<file path="src/rtl/impl_riscv_gnt_stall.sv">
// Grant-side stall generator for the OBI memory model: delays gnt_o by a fixed or
// LFSR-derived number of cycles and caps granted-but-unresponded transactions.
module impl_riscv_gnt_stall #(
    parameter int          DELAY_WL        = 4,
    parameter int          MAX_OUTSTANDING = 8,
    parameter logic [15:0] LFSR_SEED       = 16'hACE1
) (
    input  logic        clk_i,
    input  logic        rst_i,
    input  logic        req_i,
    input  logic        we_i,
    input  logic [3:0]  be_i,
    input  logic [31:0] addr_i,
    input  logic [31:0] wdata_i,
    output logic        gnt_o,
    output logic        mem_req_o,
    output logic        mem_we_o,
    output logic [3:0]  mem_be_o,
    output logic [31:0] mem_addr_o,
    output logic [31:0] mem_wdata_o,
    input  logic        rvalid_i,
    input  logic        en_stall_i,
    input  logic [31:0] stall_mode_i,
    input  logic [31:0] max_stall_i
);

    localparam int CW = $clog2(MAX_OUTSTANDING + 1);

    typedef enum logic {
        IDLE,
        WAIT
    } state_t;

    state_t              state;
    logic [DELAY_WL-1:0] cnt;
    logic [CW-1:0]       outstanding;
    logic [15:0]         lfsr;
    logic [15:0]         lfsr_next;
    logic [DELAY_WL-1:0] max_d;
    logic [DELAY_WL-1:0] rnd_d;
    logic [DELAY_WL-1:0] delay;
    logic                full;
    logic                dec;

    assign max_d = max_stall_i[DELAY_WL-1:0];
    assign rnd_d = lfsr[DELAY_WL-1:0];
    assign full  = (outstanding == CW'(MAX_OUTSTANDING));
    assign dec   = rvalid_i && (outstanding != '0);

    // Right-shifting Galois form of x^16+x^14+x^13+x^11.
    assign lfsr_next = {1'b0, lfsr[15:1]} ^ (lfsr[0] ? 16'hB400 : 16'h0000);

    always_comb begin
        delay = '0;
        if (en_stall_i) begin
            if (stall_mode_i == 32'd1) begin
                delay = max_d;
            end else if (stall_mode_i == 32'd2) begin
                delay = (rnd_d > max_d) ? max_d : rnd_d;
            end
        end
    end

    always_comb begin
        gnt_o = 1'b0;
        if (req_i && !full) begin
            if (state == IDLE) begin
                gnt_o = (delay == '0);
            end else begin
                gnt_o = (cnt == '0);
            end
        end
    end

    assign mem_req_o   = req_i && gnt_o;
    assign mem_we_o    = we_i;
    assign mem_be_o    = be_i;
    assign mem_addr_o  = addr_i;
    assign mem_wdata_o = wdata_i;

    always_ff @(posedge clk_i or posedge rst_i) begin
        if (rst_i) begin
            state       <= IDLE;
            cnt         <= '0;
            outstanding <= '0;
            lfsr        <= LFSR_SEED;
        end else begin
            case (state)
                IDLE: begin
                    if (req_i && !gnt_o) begin
                        cnt   <= (delay == '0) ? '0 : delay - DELAY_WL'(1);
                        state <= WAIT;
                    end
                end
                WAIT: begin
                    if (!req_i) begin
                        state <= IDLE;
                    end else if (cnt != '0) begin
                        cnt <= cnt - DELAY_WL'(1);
                    end else if (!full) begin
                        state <= IDLE;
                    end
                end
                default: state <= IDLE;
            endcase

            if (mem_req_o) begin
                lfsr <= lfsr_next;
            end

            if (mem_req_o && !dec) begin
                outstanding <= outstanding + CW'(1);
            end else if (!mem_req_o && dec) begin
                outstanding <= outstanding - CW'(1);
            end
        end
    end

endmodule
</file>
<file path="config.mk">
export PLATFORM = sky130hd
export DESIGN_NAME = impl_riscv_gnt_stall
export DESIGN_NICKNAME = d
export VERILOG_FILES = /design/src/rtl/impl_riscv_gnt_stall.sv
export SDC_FILE = /design/constraint.sdc
export NUM_CORES = 1
export LEC_CHECK = 0
export ABC_AREA = 0
export CAP_MARGIN = 10
export CORE_AREA = 2 2 85 87
export CTS_CLUSTER_DIAMETER = 200
export DETAILED_ROUTE_END_ITERATION = 10
export DIE_AREA = 0 0 87 89
export GPL_TIMING_DRIVEN = 1
export PLACE_DENSITY = 0.86
export SLEW_MARGIN = 20
export SYNTH_ARGS = -nofsm -noshare
export SYNTH_HDL_FRONTEND = slang
export SYNTH_SLANG_ARGS = --single-unit
</file>
<file path="constraint.sdc">
create_clock -name clk_i -period 7.5 [get_ports clk_i]
set_input_delay 2.25 -clock clk_i [delete_from_list [all_inputs] [get_ports clk_i]]
set_output_delay 2.25 -clock clk_i [all_outputs]
set_load 0.005 [all_outputs]
</file>
=== Yosys cells after proc, flatten, opt, wreduce, memory -nomap -nowiden ===
Index checks and enable logic that the tools add are counted.
Widths: inputs -> output; s select.

* Input port bits: 138
* Bits in registers: 25
* Output and inout port bits: 71

* Add/sub/neg operators: 4
* Magnitude comparators: 1
* Multiplexer cells: 19
* Equal/unequal tests: 6
* Reductions and logical operators: 16
* Bitwise logic cells: 2

{| class="wikitable"
|+ Operator list
! operator !! count
|-
| $mux 4 || 10
|-
| $eq 32x1->1 const B || 1
|-
| $eq 32x2->1 const B || 1
|-
| $mux 16 || 1
|-
| $xor 15x16->16 || 1
|-
| $sub 4x1->4 const B || 3
|-
| $logic_not 4->1 || 2
|-
| $pmux 4 s2 || 1
|-
| $reduce_bool 4->1 || 2
|-
| $logic_and 1x1->1 || 6
|-
| $mux 1 || 6
|-
| $add 4x1->4 const B || 1
|-
| $eq 4x4->1 const B || 1
|-
| $gt 4x4->1 || 1
|-
| $logic_not 1->1 || 4
|-
| $ne 2x1->1 const B || 2
|-
| $reduce_and 3->1 || 1
|-
| $ne 2x2->1 const B || 1
|-
| $pmux 1 s2 || 1
|-
| $reduce_bool 2->1 || 1
|-
| $not 1->1 || 1
|}

=== Logic depth before layout (Yosys ltp) ===
* Word-level depth: 13
* Mapped depth: 19
* Mapped depth without buffers: 16

=== Worst setup path after synthesis ===
No wires, ideal clock.

* Kind: input to output
* Start: in max_stall_i[1]
* End: out mem_req_o
* Cell stages on the path: 10
* Setup slack: 1.219 ns
* Arrival: 4.031 ns
* Buffers on the path: 2
* Path through: inv_1 ha_1 nor2b_1 o211ai_1 a21oi_2 o2111a_1 a311oi_4 o211a_1 buf_6 buf_12

* Cells in the longest elaborated chain, start to end: 9

{| class="wikitable"
|+ RTL lines
! item !! line !! RTL
|-
| start, declared || 24 || <nowiki>input logic [31:0] max_stall_i</nowiki>
|-
| $gt 4x4->1 || 59 || <nowiki>delay = (rnd_d > max_d) ? max_d : rnd_d;</nowiki>
|-
| $mux 4 || 59 ||
|-
| $mux 4 || 58 || <nowiki>end else if (stall_mode_i == 32'd2) begin</nowiki>
|-
| $mux 4 (*) || 56 || <nowiki>if (stall_mode_i == 32'd1) begin</nowiki>
|-
| $mux 4 (*) || 55 || <nowiki>if (en_stall_i) begin</nowiki>
|-
| $logic_not 4->1 (*) || 68 || <nowiki>gnt_o = (delay == '0);</nowiki>
|-
| $mux 1 (*) || 67 || <nowiki>if (state == IDLE) begin</nowiki>
|-
| $mux 1 (*) || 66 || <nowiki>if (req_i && !full) begin</nowiki>
|-
| $logic_and 1x1->1 (*) || 75 || <nowiki>assign mem_req_o = req_i && gnt_o;</nowiki>
|-
| end, declared || 16 || <nowiki>output logic mem_req_o,</nowiki>
|}

Mark *: on every way between the ends. The rest lies on a longest branch, timed or not.

=== Worst setup path in the final report ===
Same ends and word-level chain as after synthesis.

==> results_dict.tcl <==
set metrics [dict create \
    cts_buffers 3 \
    drc_errors 0 \
    viasPerCell 5.04 \
    cp-end-kind "output port" \
    ys_ff_latch 25 \
    netlist_area_um2 2180 \
    hp-class "flop to flop" \
    clock.fmax_mhz 138 \
    wirelength_mm 4.40 \
    crit_buf_inv 3 \
    ys_top_cells_by_area "buf_4 (24%), dfrtp_1 (19%), dfstp_2 (9.6%), mux2_4 (6.2%), ha_1 (5.2%)" \
    dp_hpwl_mm 3.66 \
    grt_pass1_vias 1385 \
    yosysTopAreaCell "buf_4" \
    clockPowerShare 0.172 \
    cp_slowest_stage_delay_ps 540 \
    synth.distinct_cells 47 \
    fp.dieW_um 87 \
    cp.arrival_ps 4970 \
    cp-start-kind "input port" \
    avgSynthCellArea_um2 10.2 \
    root_buffer "clkbuf_8" \
    setup_viol_count_final 0 \
    start_util 0.325 \
    antenna_found_initial 0 \
    drtAntennaViolNets 0 \
    worst_slew_pin_slew_ps 891 \
    ys.warnings.count 0 \
    place_area_um2 2170 \
    p_comb_frac 0.430 \
    wl_per_cell_um 16.2 \
    worstPathMaxFanout 5 \
    clock_sink_count 25 \
    cts_tree "built" \
    post-place-cells 267 \
    pwr-share-seq 0.398 \
    finalHoldViolations 0 \
    grt.overflow.total 0 \
    skew_ps 3.53 \
    min_to "outstanding[3]" \
    register_area_um2 636 \
    reg2reg_to "outstanding[3]" \
    fp-row-count 30 \
    drtIter0Drc 78 \
    rsz0062_at_grt "false" \
    place_ws_ps 274 \
    sw_frac_of_total 0.341 \
    multiInputGateArea_um2 953 \
    worstPathCellList "clkdlybuf4s50_1, inv_1, ha_1, nor2b_1, o211ai_1, a21oi_2, o2111a_1, a311oi_4, o211a_1, clkdlybuf4s50_1" \
    slew_viol_final 0 \
    finish.utilization 0.329 \
    cts_max_path_buffers 2 \
    vias 1366 \
    post_route_cells_drive_above_1_share 0.209 \
    cp_slowest_cell "clkdlybuf4s50_1" \
    numPortBuffers 42 \
    fin_crit_ps 7220 \
    synthFlopType "dfrtp_1" \
    fin_area_um2 2210 \
    path_clk_slew_ps 80 \
    gp_congestion 0.801 \
    coreArea_um2 6720 \
    cts_hold_buf 0 \
    fin_cells 271 \
    syn_inst 215 \
    crit_type "input port to output port" \
    grt_pass1_wl_mm 6.80 \
    setup_ws_ps 276 \
    post_cts_buffers 0 \
    whs_ps 512 \
    hold_path_startpoint "outstanding[3]" \
    areaGrowthSynthToFinish_pct 1.32 \
    cellLeakagePower_nw 0.955 \
    worst_ir_drop_vdd_mv 0.127 \
    htreeDepth 1 \
    synth_top_area_frac 0.237 \
    p_total_mw 0.458 \
    reg2reg_from "lfsr[0]" \
    tns_ps 0 \
    intPower_mw 0.302 \
    synth_edf_count 0 \
    syn_nets 363 \
    dieArea_um2 7740 \
    ys_async_sr_fraction 1.00 \
    clk_latency_ps 270 \
    cts_resized 0 \
    powerDensity_nw_per_um2 207 \
    finalNetCount 340 \
    dr.pass1.iters 4 \
    drv_cap 0 \
    fillers 671 \
    status "complete, no violations" \
    switchingPower_mw 0.156 \
    r2r_slack_ps 3720 \
    finalCritPeriodShare 0.963 \
    maxSlewHeadroom 0.405 \
    yosysSeqAreaShare 0.291 \
    path_common_cell "clkdlybuf4s50_1" \
    grt_use_total 0.111 \
    critPathTopFamily "compound AO/OA/AOI/OAI gates" \
    worstPathRequired_ps 5250 \
    hold_path_depth 1 \
    r2r_cells 16 \
    grt_max_degree 26 \
    ioPinCount 209 \
    diodes 0 \
    die_y_um 89 \
]
## placed cells by master (no fill, tap or decap), drive strengths merged, types with 3 or more instances in the layout
cell type      netlist  routed
a21oi                8       8
clkbuf               1       3
clkdlybuf4s50        0      42
dfrtp               17      17
dfstp                8       8
ha                   9       9
inv                 11      11
mux2                19      19
mux2i                4       4
nand2                5       5
nand4                3       3
nor2                 5       5
nor4                 7       7
o21ai                7       7
xnor2                3       3
xor2                 4       4
## cell type report
class	count	share of cell area
Sequential cell	25	0.287
Tap cell	80	0.0452
Clock inverter	1	0.00226
Clock buffer	3	0.0187
Timing Repair Buffer	44	0.197
Multi-Input combinational cell	107	0.431
Inverter	11	0.0187
## power groups by stage
| stage | Sequential (mW) | Clock, mW | Combinational (mW) |
|---|---|---|---|
| 3_3_place_gp | 0.183 | 0 | 0.191 |
| 4_1_cts | 0.182 | 0.0817 | 0.201 |
| 6_report | 0.182 | 0.0786 | 0.197 |
| 3_5_place_dp | 0.184 | 0 | 0.200 |
| 5_1_grt | 0.185 | 0.0884 | 0.221 |
| 2_1_floorplan | 0.179 | 0 | 0.178 |
## state kept, by name, indices dropped and copies added, names as in the netlist
signal and cells:
lfsr 16, cnt 4, outstanding 4, state 1
## worst max path at each step
stage / from / endpoint / slack, ps / cells after the start
final: max_stall_i[1] / mem_req_o / 280 / 10
after global routing: max_stall_i[1] / mem_req_o / 130 / 10
after CTS: max_stall_i[1] / mem_req_o / 260 / 10
after detailed placement: max_stall_i[1] / mem_req_o / 270 / 10
after global placement: max_stall_i[1] / mem_req_o / 340 / 10
after floorplan: max_stall_i[1] / mem_req_o / 1220 / 10
## cells in the mapped netlist (2+ instances only)
cell type and n:
a2bb2oi_1 2, a21oi_1 6, nand2_1 5, o21ai_0 7, o21a_1 2, xor2_1 4
nand3_1 2, nor2b_1 2, mux2_2 10, o211a_1 2, nor4_1 6, nand4_1 3
ha_1 9, inv_1 11, o31ai_1 2, o41ai_1 2, xnor2_1 3, buf_4 69
dfstp_2 8, nor3_1 2, mux2i_1 4, mux2_4 9, a21boi_0 2, dfrtp_1 17
nor2_1 4
## layer usage
metal  wire length, µm  part of all wire  GRT usage  up-vias
met1              1560              0.36      0.115      645
met3               330             0.075     0.0231       13
met2              2430              0.55      0.213       69
met4                82             0.019     0.0526        0
li1                  -                 -          -      639
met5                 0                 0          0        -
## cells by family (layout without fill, tap and decap cells)
kind of cell | after synthesis | after routing | share of synthesized area
buffers and inverters | 83 | 59 | 0.272
AO/OA/AOI/OAI | 36 | 36 | 0.132
AND/OR/NAND/NOR | 31 | 31 | 0.0837
flip-flops | 25 | 25 | 0.291
multiplexers | 23 | 23 | 0.132
adder cells (fa/ha/maj) | 10 | 10 | 0.0607
XOR/XNOR | 7 | 7 | 0.0281
Note: power is estimated with default switching activity, not from simulation.
